## config.mk

```make
export PLATFORM = sky130hd
export DESIGN_NAME = score_sequencer
export DESIGN_NICKNAME = d
export VERILOG_FILES = /design/src/rtl/score_sequencer.sv
export SDC_FILE = /design/constraint.sdc
export NUM_CORES = 1
export LEC_CHECK = 0
export BUFFER_PORTS_ARGS = -buffer_cell sky130_fd_sc_hd__buf_2
export CAP_MARGIN = 30
export CELL_PAD_IN_SITES_DETAIL_PLACEMENT = 1
export CELL_PAD_IN_SITES_GLOBAL_PLACEMENT = 1
export CORE_MARGIN = 2
export CORE_UTILIZATION = 25
export DETAILED_ROUTE_END_ITERATION = 16
export GPL_ROUTABILITY_DRIVEN = 0
export PLACE_DENSITY_LB_ADDON = 0.25
export SKIP_CTS_REPAIR_TIMING = 1
export SLEW_MARGIN = 20
export SYNTH_ARGS = -nofsm -noshare
export SYNTH_HDL_FRONTEND = slang
export SYNTH_SLANG_ARGS = --single-unit
```

## constraint.sdc

```tcl
create_clock -name clock -period 1.7 [get_ports clock]
set_input_delay 0.085 -clock clock [delete_from_list [all_inputs] [get_ports clock]]
set_output_delay 0.085 -clock clock [all_outputs]
set_load 0.01 [all_outputs]
```

## src/rtl/score_sequencer.sv

```systemverilog
// rtl/score_sequencer.sv - Mastermind guess sequencer driving the peg-compare datapath
// Optional guess limit: define SCORE_SEQ_LIMIT_EN; otherwise guesses are unlimited and lose stays 0.
module score_sequencer #(
    parameter int MAX_GUESSES = 10
) (
    input  logic        clock,
    input  logic        resetn,
    input  logic        code_load,
    input  logic [11:0] code_in,
    input  logic        guess_valid,
    output logic        guess_ready,
    input  logic [11:0] guess_in,
    output logic        cmp_resetn,
    output logic        cmp_en,
    output logic [1:0]  cmp_idx,
    output logic [2:0]  cmp_code,
    output logic [11:0] cmp_guess,
    input  logic [2:0]  cmp_red,
    input  logic [2:0]  cmp_white,
    output logic        result_valid,
    output logic [2:0]  score_red,
    output logic [2:0]  score_white,
    output logic [3:0]  guess_count,
    output logic        win,
    output logic        lose
);

`ifdef SCORE_SEQ_LIMIT_EN
    localparam bit LIMIT_EN = 1'b1;
`else
    localparam bit LIMIT_EN = 1'b0;
`endif
    localparam logic [3:0] MAX_LIMIT = 4'(MAX_GUESSES);

    typedef enum logic [2:0] {
        S_IDLE, S_CLEAR, S_COMPARE, S_CAPTURE, S_REPORT, S_OVER
    } state_t;

    state_t      state_q, state_d;
    logic [11:0] code_q, code_d;
    logic [11:0] guess_q, guess_d;
    logic [1:0]  idx_q, idx_d;
    logic [2:0]  red_q, red_d;
    logic [2:0]  white_q, white_d;
    logic [3:0]  count_q, count_d;
    logic        win_q, win_d;
    logic        lose_q, lose_d;
    logic [3:0]  count_inc;
    logic        load_go;

    // Without a limit the count saturates; with one it can never exceed MAX_LIMIT.
    assign count_inc = (!LIMIT_EN && count_q == 4'hF) ? count_q : count_q + 4'd1;
    assign load_go   = code_load && (state_q == S_IDLE || state_q == S_OVER);

    always_comb begin
        state_d = state_q;
        code_d  = code_q;
        guess_d = guess_q;
        idx_d   = idx_q;
        red_d   = red_q;
        white_d = white_q;
        count_d = count_q;
        win_d   = win_q;
        lose_d  = lose_q;
        case (state_q)
            S_IDLE: begin
                if (guess_valid && !code_load) begin
                    guess_d = guess_in;
                    state_d = S_CLEAR;
                end
            end
            S_CLEAR: begin
                idx_d   = 2'd0;
                state_d = S_COMPARE;
            end
            S_COMPARE: begin
                idx_d = idx_q + 2'd1;
                if (idx_q == 2'd3) state_d = S_CAPTURE;
            end
            S_CAPTURE: begin
                red_d   = cmp_red;
                white_d = cmp_white;
                state_d = S_REPORT;
            end
            S_REPORT: begin
                count_d = count_inc;
                if (red_q == 3'd4) begin
                    win_d   = 1'b1;
                    state_d = S_OVER;
                end else if (LIMIT_EN && count_inc == MAX_LIMIT) begin
                    lose_d  = 1'b1;
                    state_d = S_OVER;
                end else begin
                    state_d = S_IDLE;
                end
            end
            S_OVER:  state_d = S_OVER;
            default: state_d = S_IDLE;
        endcase
        if (load_go) begin
            code_d  = code_in;
            count_d = 4'd0;
            win_d   = 1'b0;
            lose_d  = 1'b0;
            red_d   = 3'd0;
            white_d = 3'd0;
            state_d = S_IDLE;
        end
    end

    always_ff @(posedge clock) begin
        if (!resetn) begin
            state_q <= S_IDLE;
            code_q  <= 12'd0;
            guess_q <= 12'd0;
            idx_q   <= 2'd0;
            red_q   <= 3'd0;
            white_q <= 3'd0;
            count_q <= 4'd0;
            win_q   <= 1'b0;
            lose_q  <= 1'b0;
        end else begin
            state_q <= state_d;
            code_q  <= code_d;
            guess_q <= guess_d;
            idx_q   <= idx_d;
            red_q   <= red_d;
            white_q <= white_d;
            count_q <= count_d;
            win_q   <= win_d;
            lose_q  <= lose_d;
        end
    end

    always_comb begin
        cmp_code = code_q[2:0];
        case (idx_q)
            2'd0:    cmp_code = code_q[2:0];
            2'd1:    cmp_code = code_q[5:3];
            2'd2:    cmp_code = code_q[8:6];
            default: cmp_code = code_q[11:9];
        endcase
    end

    // Reset must clear the datapath immediately, hence the direct resetn term.
    assign cmp_resetn   = resetn && (state_q != S_CLEAR);
    assign guess_ready  = (state_q == S_IDLE);
    assign cmp_en       = (state_q == S_COMPARE);
    assign cmp_idx      = idx_q;
    assign cmp_guess    = guess_q;
    assign result_valid = (state_q == S_REPORT);
    assign score_red    = red_q;
    assign score_white  = white_q;
    assign guess_count  = count_q;
    assign win          = win_q;
    assign lose         = lose_q;

endmodule
```

==> flow_metrics.env, run 1 <==
export IMPL_cts_made_buffers=5
export IMPL_dpl_instance_area_um2=2330
export IMPL_fin_area_um2=2500
export IMPL_ys_warn_count=0
export IMPL_drt_iter0_drc=76
export IMPL_clock_skew_ns=0.00337
export IMPL_cts_sinks=40
export IMPL_hp_class="input port to flop"
export IMPL_viasPerCell=4.80
export IMPL_ys_seq_elements=40
export IMPL_antenna_found_initial=0
export IMPL_dieArea_um2=8290
export IMPL_clockRootBuffer="clkbuf_8"
export IMPL_p_leak_nw=1.07
export IMPL_post_route_util_pct=34.3
export IMPL_htreeDepth=2
export IMPL_synth_area_um2=1890
export IMPL_fp_dieH_um=91.0
export IMPL_clock_fmax_mhz=630
export IMPL_ant_nets=0
export IMPL_crit_path_start="state_q[0]"
export IMPL_grt_first_pass_wirelength_um=8980
export IMPL_path_class="flop to primary output"
export IMPL_status="completed"
export IMPL_worst_pin_slew_ns=0.804
export IMPL_rows=31
export IMPL_wire_per_inst_um=14.0
export IMPL_synth_edf_count=0
export IMPL_min_period_ns=1.59
export IMPL_first_pass_iters=4
export IMPL_slew_violations=0
export IMPL_min_period_over_period_pct=93.3
export IMPL_clk_path_buf_depth=2
export IMPL_antenna_cells=0
export IMPL_multiInputGateArea_um2=1010
export IMPL_cts_tree="yes"
export IMPL_synth_top_cell_area_share_pct=42.3
export IMPL_io_buffer_count=65
export IMPL_ioPinCount=67
export IMPL_core_area_um2=7290
export IMPL_drive_gt1_share_pct=35.1
export IMPL_async_flop_share_pct=0
export IMPL_place_ws_ns=0.0744
export IMPL_fill_cells=921
export IMPL_hold_ws_ns=0.0240
export IMPL_vias=1829
export IMPL_dpl_cell_count=370
export IMPL_layout_setup_ws_ns=0.113
export IMPL_peakVddDrop_mv=0.320
export IMPL_clkTransAtPathRegs_ns=0.07
export IMPL_drv_cap=0
export IMPL_drc=0
export IMPL_min_delay_start="cmp_red[0]"
export IMPL_critPathLaunchType="flop"
export IMPL_ys_dominant_reg_cell="dfxtp_1"
export IMPL_grt_max_degree=29
export IMPL_gr_total_overflow=0
export IMPL_arrival_ns=1.50
export IMPL_cellPowerDensity_nw_per_um2=800
export IMPL_crit_fanout=13
export IMPL_drt_total_wl_um=5330
export IMPL_setup_violations=0
export IMPL_syn2layout_area_growth_pct=32.0
export IMPL_r2r_start="state_q[2]"
export IMPL_rsz0062_at_grt="true"
export IMPL_final_hold_violation_count=0
export IMPL_syn_inst=213
export IMPL_syn_num_nets=252
export IMPL_grt_usage_pct=13.5
export IMPL_final_cells=381
export IMPL_hpwl_um=3740
export IMPL_rrSetupSlack_ns=0.16
export IMPL_synthTopCellsByArea="dfxtp_1 42%, a21boi_0 8.7%, o21ai_0 7.1%"
export IMPL_worstPathRequired_ns=1.62
export IMPL_worstSetupEndpointType="primary output"
export IMPL_relSlewSlack_pct=46.0
export IMPL_seqCellArea_um2=808
export IMPL_fin_nets=323
export IMPL_avgSynthCellArea_um2=8.89
export IMPL_yosysSeqAreaShare_pct=42.3
export IMPL_dieWidth_um=91.0
export IMPL_start_util_pct=26.0
export IMPL_ys_types=38
export IMPL_yosysTopAreaCell="dfxtp_1"
export IMPL_clk_insertion_delay_late_ns=0.29
export IMPL_grt_pass1_vias=1845
-- registers in the layout, summed over array words and instances, names as in the netlist --
name         count
code_q          12
cmp_idx          2
win              1
score_red        3
cmp_guess       12
state_q          3
guess_count      4
score_white      3
-- power by group --
part / switching, mW / internal, mW / total (mW)
Clock: 0.309 / 0.265 / 0.573
Combinational: 0.230 / 0.182 / 0.412
Sequential: 0.0295 / 0.986 / 1.02
-- kinds of logic after synthesis --
family	after synthesis	share of synthesized area (%)
AO/OA/AOI/OAI	70	24.0
AND/OR/NAND/NOR	58	17.1
flip-flops	40	42.3
buffers and inverters	25	6.01
multiplexers	10	5.28
adder cells (fa/ha/maj)	5	3.30
XOR/XNOR	4	1.85
other	1	0.198
-- synth_stat cells, types with 2 or more instances --
cell	instances
dfxtp_1	40
o21ai_0	27
nand3_1	25
a21boi_0	22
mux2i_1	10
clkbuf_1	9
nor2_1	9
inv_1	8
a21oi_1	7
nand2b_1	6
ha_1	5
buf_2	4
nand3b_1	4
a222oi_1	3
nor3b_1	3
a21boi_1	2
buf_4	2
nor2b_1	2
nor3_1	2
o21a_1	2
or3_1	2
xnor2_1	2
xor2_1	2
-- cell usage in the layout (no fill, tap or decap), drive strengths merged, types with 2 or more instances in the layout --
cell	Yosys	final
buf	8	81
dfxtp	40	40
o21ai	28	28
nand3	25	25
a21boi	24	24
mux2i	10	10
nor2	9	9
a21oi	7	7
nand2b	6	6
inv	8	6
clkbuf	9	5
ha	5	5
nand3b	4	4
nor3b	3	3
a222oi	3	3
clkinvlp	0	2
or3	2	2
xor2	2	2
xnor2	2	2
o21a	2	2
nor3	2	2
or3b	2	2
nor2b	2	2
a211oi	2	2
-- area by class of cell --
class	count	share of cell area, %
clock buffer	5	2.75
inverter	8	1.60
multi-input combinational	148	40.4
sequential	40	32.3
tap	99	4.95
timing repair buffer	81	18.0
-- final timing paths --
| check | cells after the start | endpoint |
|---|---|---|
| worst min-delay path | 3 | score_red[0] |
| worst max-delay path | 4 | result_valid |
| worst min register to register | 2 | cmp_guess[11] |
| worst max register to register | 4 | score_white[2] |
-- routing by layer --
layer	track usage [%]	routed length [µm]	vias to the layer above
li1	-	-	896
met4	5.30	88	0
met3	3.82	312	8
met1	18.4	2580	874
met2	19.9	2340	51
met5	0	0	-
-- stage by stage --
stage                     setup TNS (ns)  power [mW]
final                                  0        2.00
after global placement                 0        1.42
after floorplan                        0        1.27
after detailed placement               0        1.43
after global routing             -0.0812        2.14
after CTS                         -0.390        2.01
-- critical path, cell delays in order (launching register included) --
cell and delay [ns]:
dfxtp_1 0.32, buf_4 0.18, or3b_4 0.44, clkinvlp_4 0.13, buf_2 0.14
No activity file was read; power rests on OpenSTA's default activity.
==> run 2, diff against run 1 <==
Settings changed: CORE_MARGIN 2 to default, CORE_UTILIZATION 25 to 36.
==> flow_metrics.env, run 2 (synthesis gave the netlist of run 1 again) <==
export IMPL_critPathLaunchType="flop"
export IMPL_clock_skew_ns=0.00294
export IMPL_viasPerCell=5.06
export IMPL_status="completed"
export IMPL_grt_first_pass_wirelength_um=7610
export IMPL_layout_setup_ws_ns=0.105
export IMPL_min_path_cells=3
export IMPL_vias=1798
export IMPL_arrival_ns=1.51
export IMPL_total_power_mw=2.21
export IMPL_slew_violations=0
export IMPL_mostFrequentLayoutCells="65 x buf_2, 37 x dfxtp_1, 27 x o21ai_0"
export IMPL_worstPathRequired_ns=1.62
export IMPL_dieWidth_um=74.5
export IMPL_rows=26
export IMPL_fp_dieH_um=74.5
export IMPL_post_route_util_pct=49.3
export IMPL_ioPinCount=67
export IMPL_crit_chain="inv_4 -> ha_4 -> a222oi_1 -> mux2i_1 -> buf_2"
export IMPL_dieArea_um2=5560
export IMPL_cellPowerDensity_nw_per_um2=886
export IMPL_start_util_pct=37.3
export IMPL_drt_iter0_drc=68
export IMPL_rsz0062_at_grt="true"
export IMPL_clkTransAtPathRegs_ns=0.08
export IMPL_final_common_cell="buf_2"
export IMPL_place_ws_ns=0.171
export IMPL_drc=0
export IMPL_drive_gt1_share_pct=35.4
export IMPL_crit_fanout=5
export IMPL_gr_usage_met1_pct=23.8
export IMPL_fill_cells=634
export IMPL_drt_total_wl_um=4980
export IMPL_critPathMaxStageDelay_ns=0.40
export IMPL_drv_cap=0
export IMPL_hp_class="input port to flop"
export IMPL_syn2layout_area_growth_pct=32.0
export IMPL_tns_ns=0
export IMPL_grt_usage_pct=18.1
export IMPL_cts_tree="yes"
export IMPL_core_area_um2=5070
export IMPL_path_class="flop to primary output"
export IMPL_cts_sinks=40
export IMPL_met3_usage_pct=5.56
export IMPL_clock_fmax_mhz=627
export IMPL_hpwl_um=3380
export IMPL_io_buffer_count=65
export IMPL_ant_nets=0
export IMPL_final_hold_violation_count=0
export IMPL_grt_max_degree=17
export IMPL_clockRootBuffer="clkbuf_8"
export IMPL_worstSetupEndpointType="primary output"
export IMPL_antenna_found_initial=0
export IMPL_fin_nets=323
export IMPL_clk_insertion_delay_late_ns=0.29
export IMPL_hold_ws_ns=0.0195
export IMPL_grt_pass1_vias=1621
export IMPL_reg2reg_depth=4
export IMPL_cts_made_buffers=5
export IMPL_antenna_cells=0
export IMPL_min_period_over_period_pct=93.8
export IMPL_grtUsageMet2_pct=28.3
export IMPL_peakVddDrop_mv=0.462
export IMPL_p_leak_nw=1.10
export IMPL_setup_violations=0
export IMPL_cpMaxStageDelayCell="dfxtp_4"
export IMPL_htreeDepth=2
export IMPL_clk_path_buf_depth=2
export IMPL_first_pass_iters=4
export IMPL_wire_per_inst_um=14.0
export IMPL_gr_total_overflow=0
export IMPL_busiest_layer="met2"
export IMPL_min_period_ns=1.59
## run 2: area by class of cell
| type | count | area [µm²] | share of cell area [%] |
|---|---|---|---|
| inverters | 8 | 38.8 | 1.55 |
| clock buffers | 5 | 68.8 | 2.75 |
| well taps | 70 | 87.6 | 3.50 |
| flip-flops and latches | 40 | 810 | 32.4 |
| repair buffers | 81 | 445 | 17.8 |
| clock inverters | 3 | 42.5 | 1.70 |
| multi-input cells | 148 | 1010 | 40.3 |
## run 2: worst paths after layout
kind	from	slack, ns	endpoint
max reg2reg	state_q[1]	0.24	cmp_guess[0]
max	cmp_idx[1]	0.11	cmp_code[1]
min reg2reg	win	0.48	win
min	cmp_white[2]	0.02	score_white[2]
## run 2: power breakdown
part	total [mW]	switching (mW)	internal, mW	leakage, nW
Sequential	1.03	0.0417	0.986	0.328
Clock	0.783	0.348	0.434	0.0541
Combinational	0.404	0.217	0.187	0.714
Total	2.21	0.607	1.61	1.10
## run 2: routing by layer
metal | routed length [µm] | vias up | part of all wire [%]
met3 | 220 | 4 | 4.4
li1 | - | 897 | -
met5 | 0 | - | 0
met4 | 44 | 0 | 0.88
met1 | 2360 | 849 | 47
met2 | 2350 | 48 | 47
## run 2: worst max-delay path, delay by kind of cell (launching register included)
family | cells | cell delay [ns]
flip-flops | 1 | 0.40
AO/OA/AOI/OAI | 1 | 0.32
buffers and inverters | 2 | 0.22
adder cells (fa/ha/maj) | 1 | 0.15
multiplexers | 1 | 0.13
## run 2: per-stage QoR
stage,cells,cell area (µm²)
CTS,350,2420
detailed placement,342,2310
global route,355,2500
floorplan,213,1890
finish,355,2500
global placement,342,2310
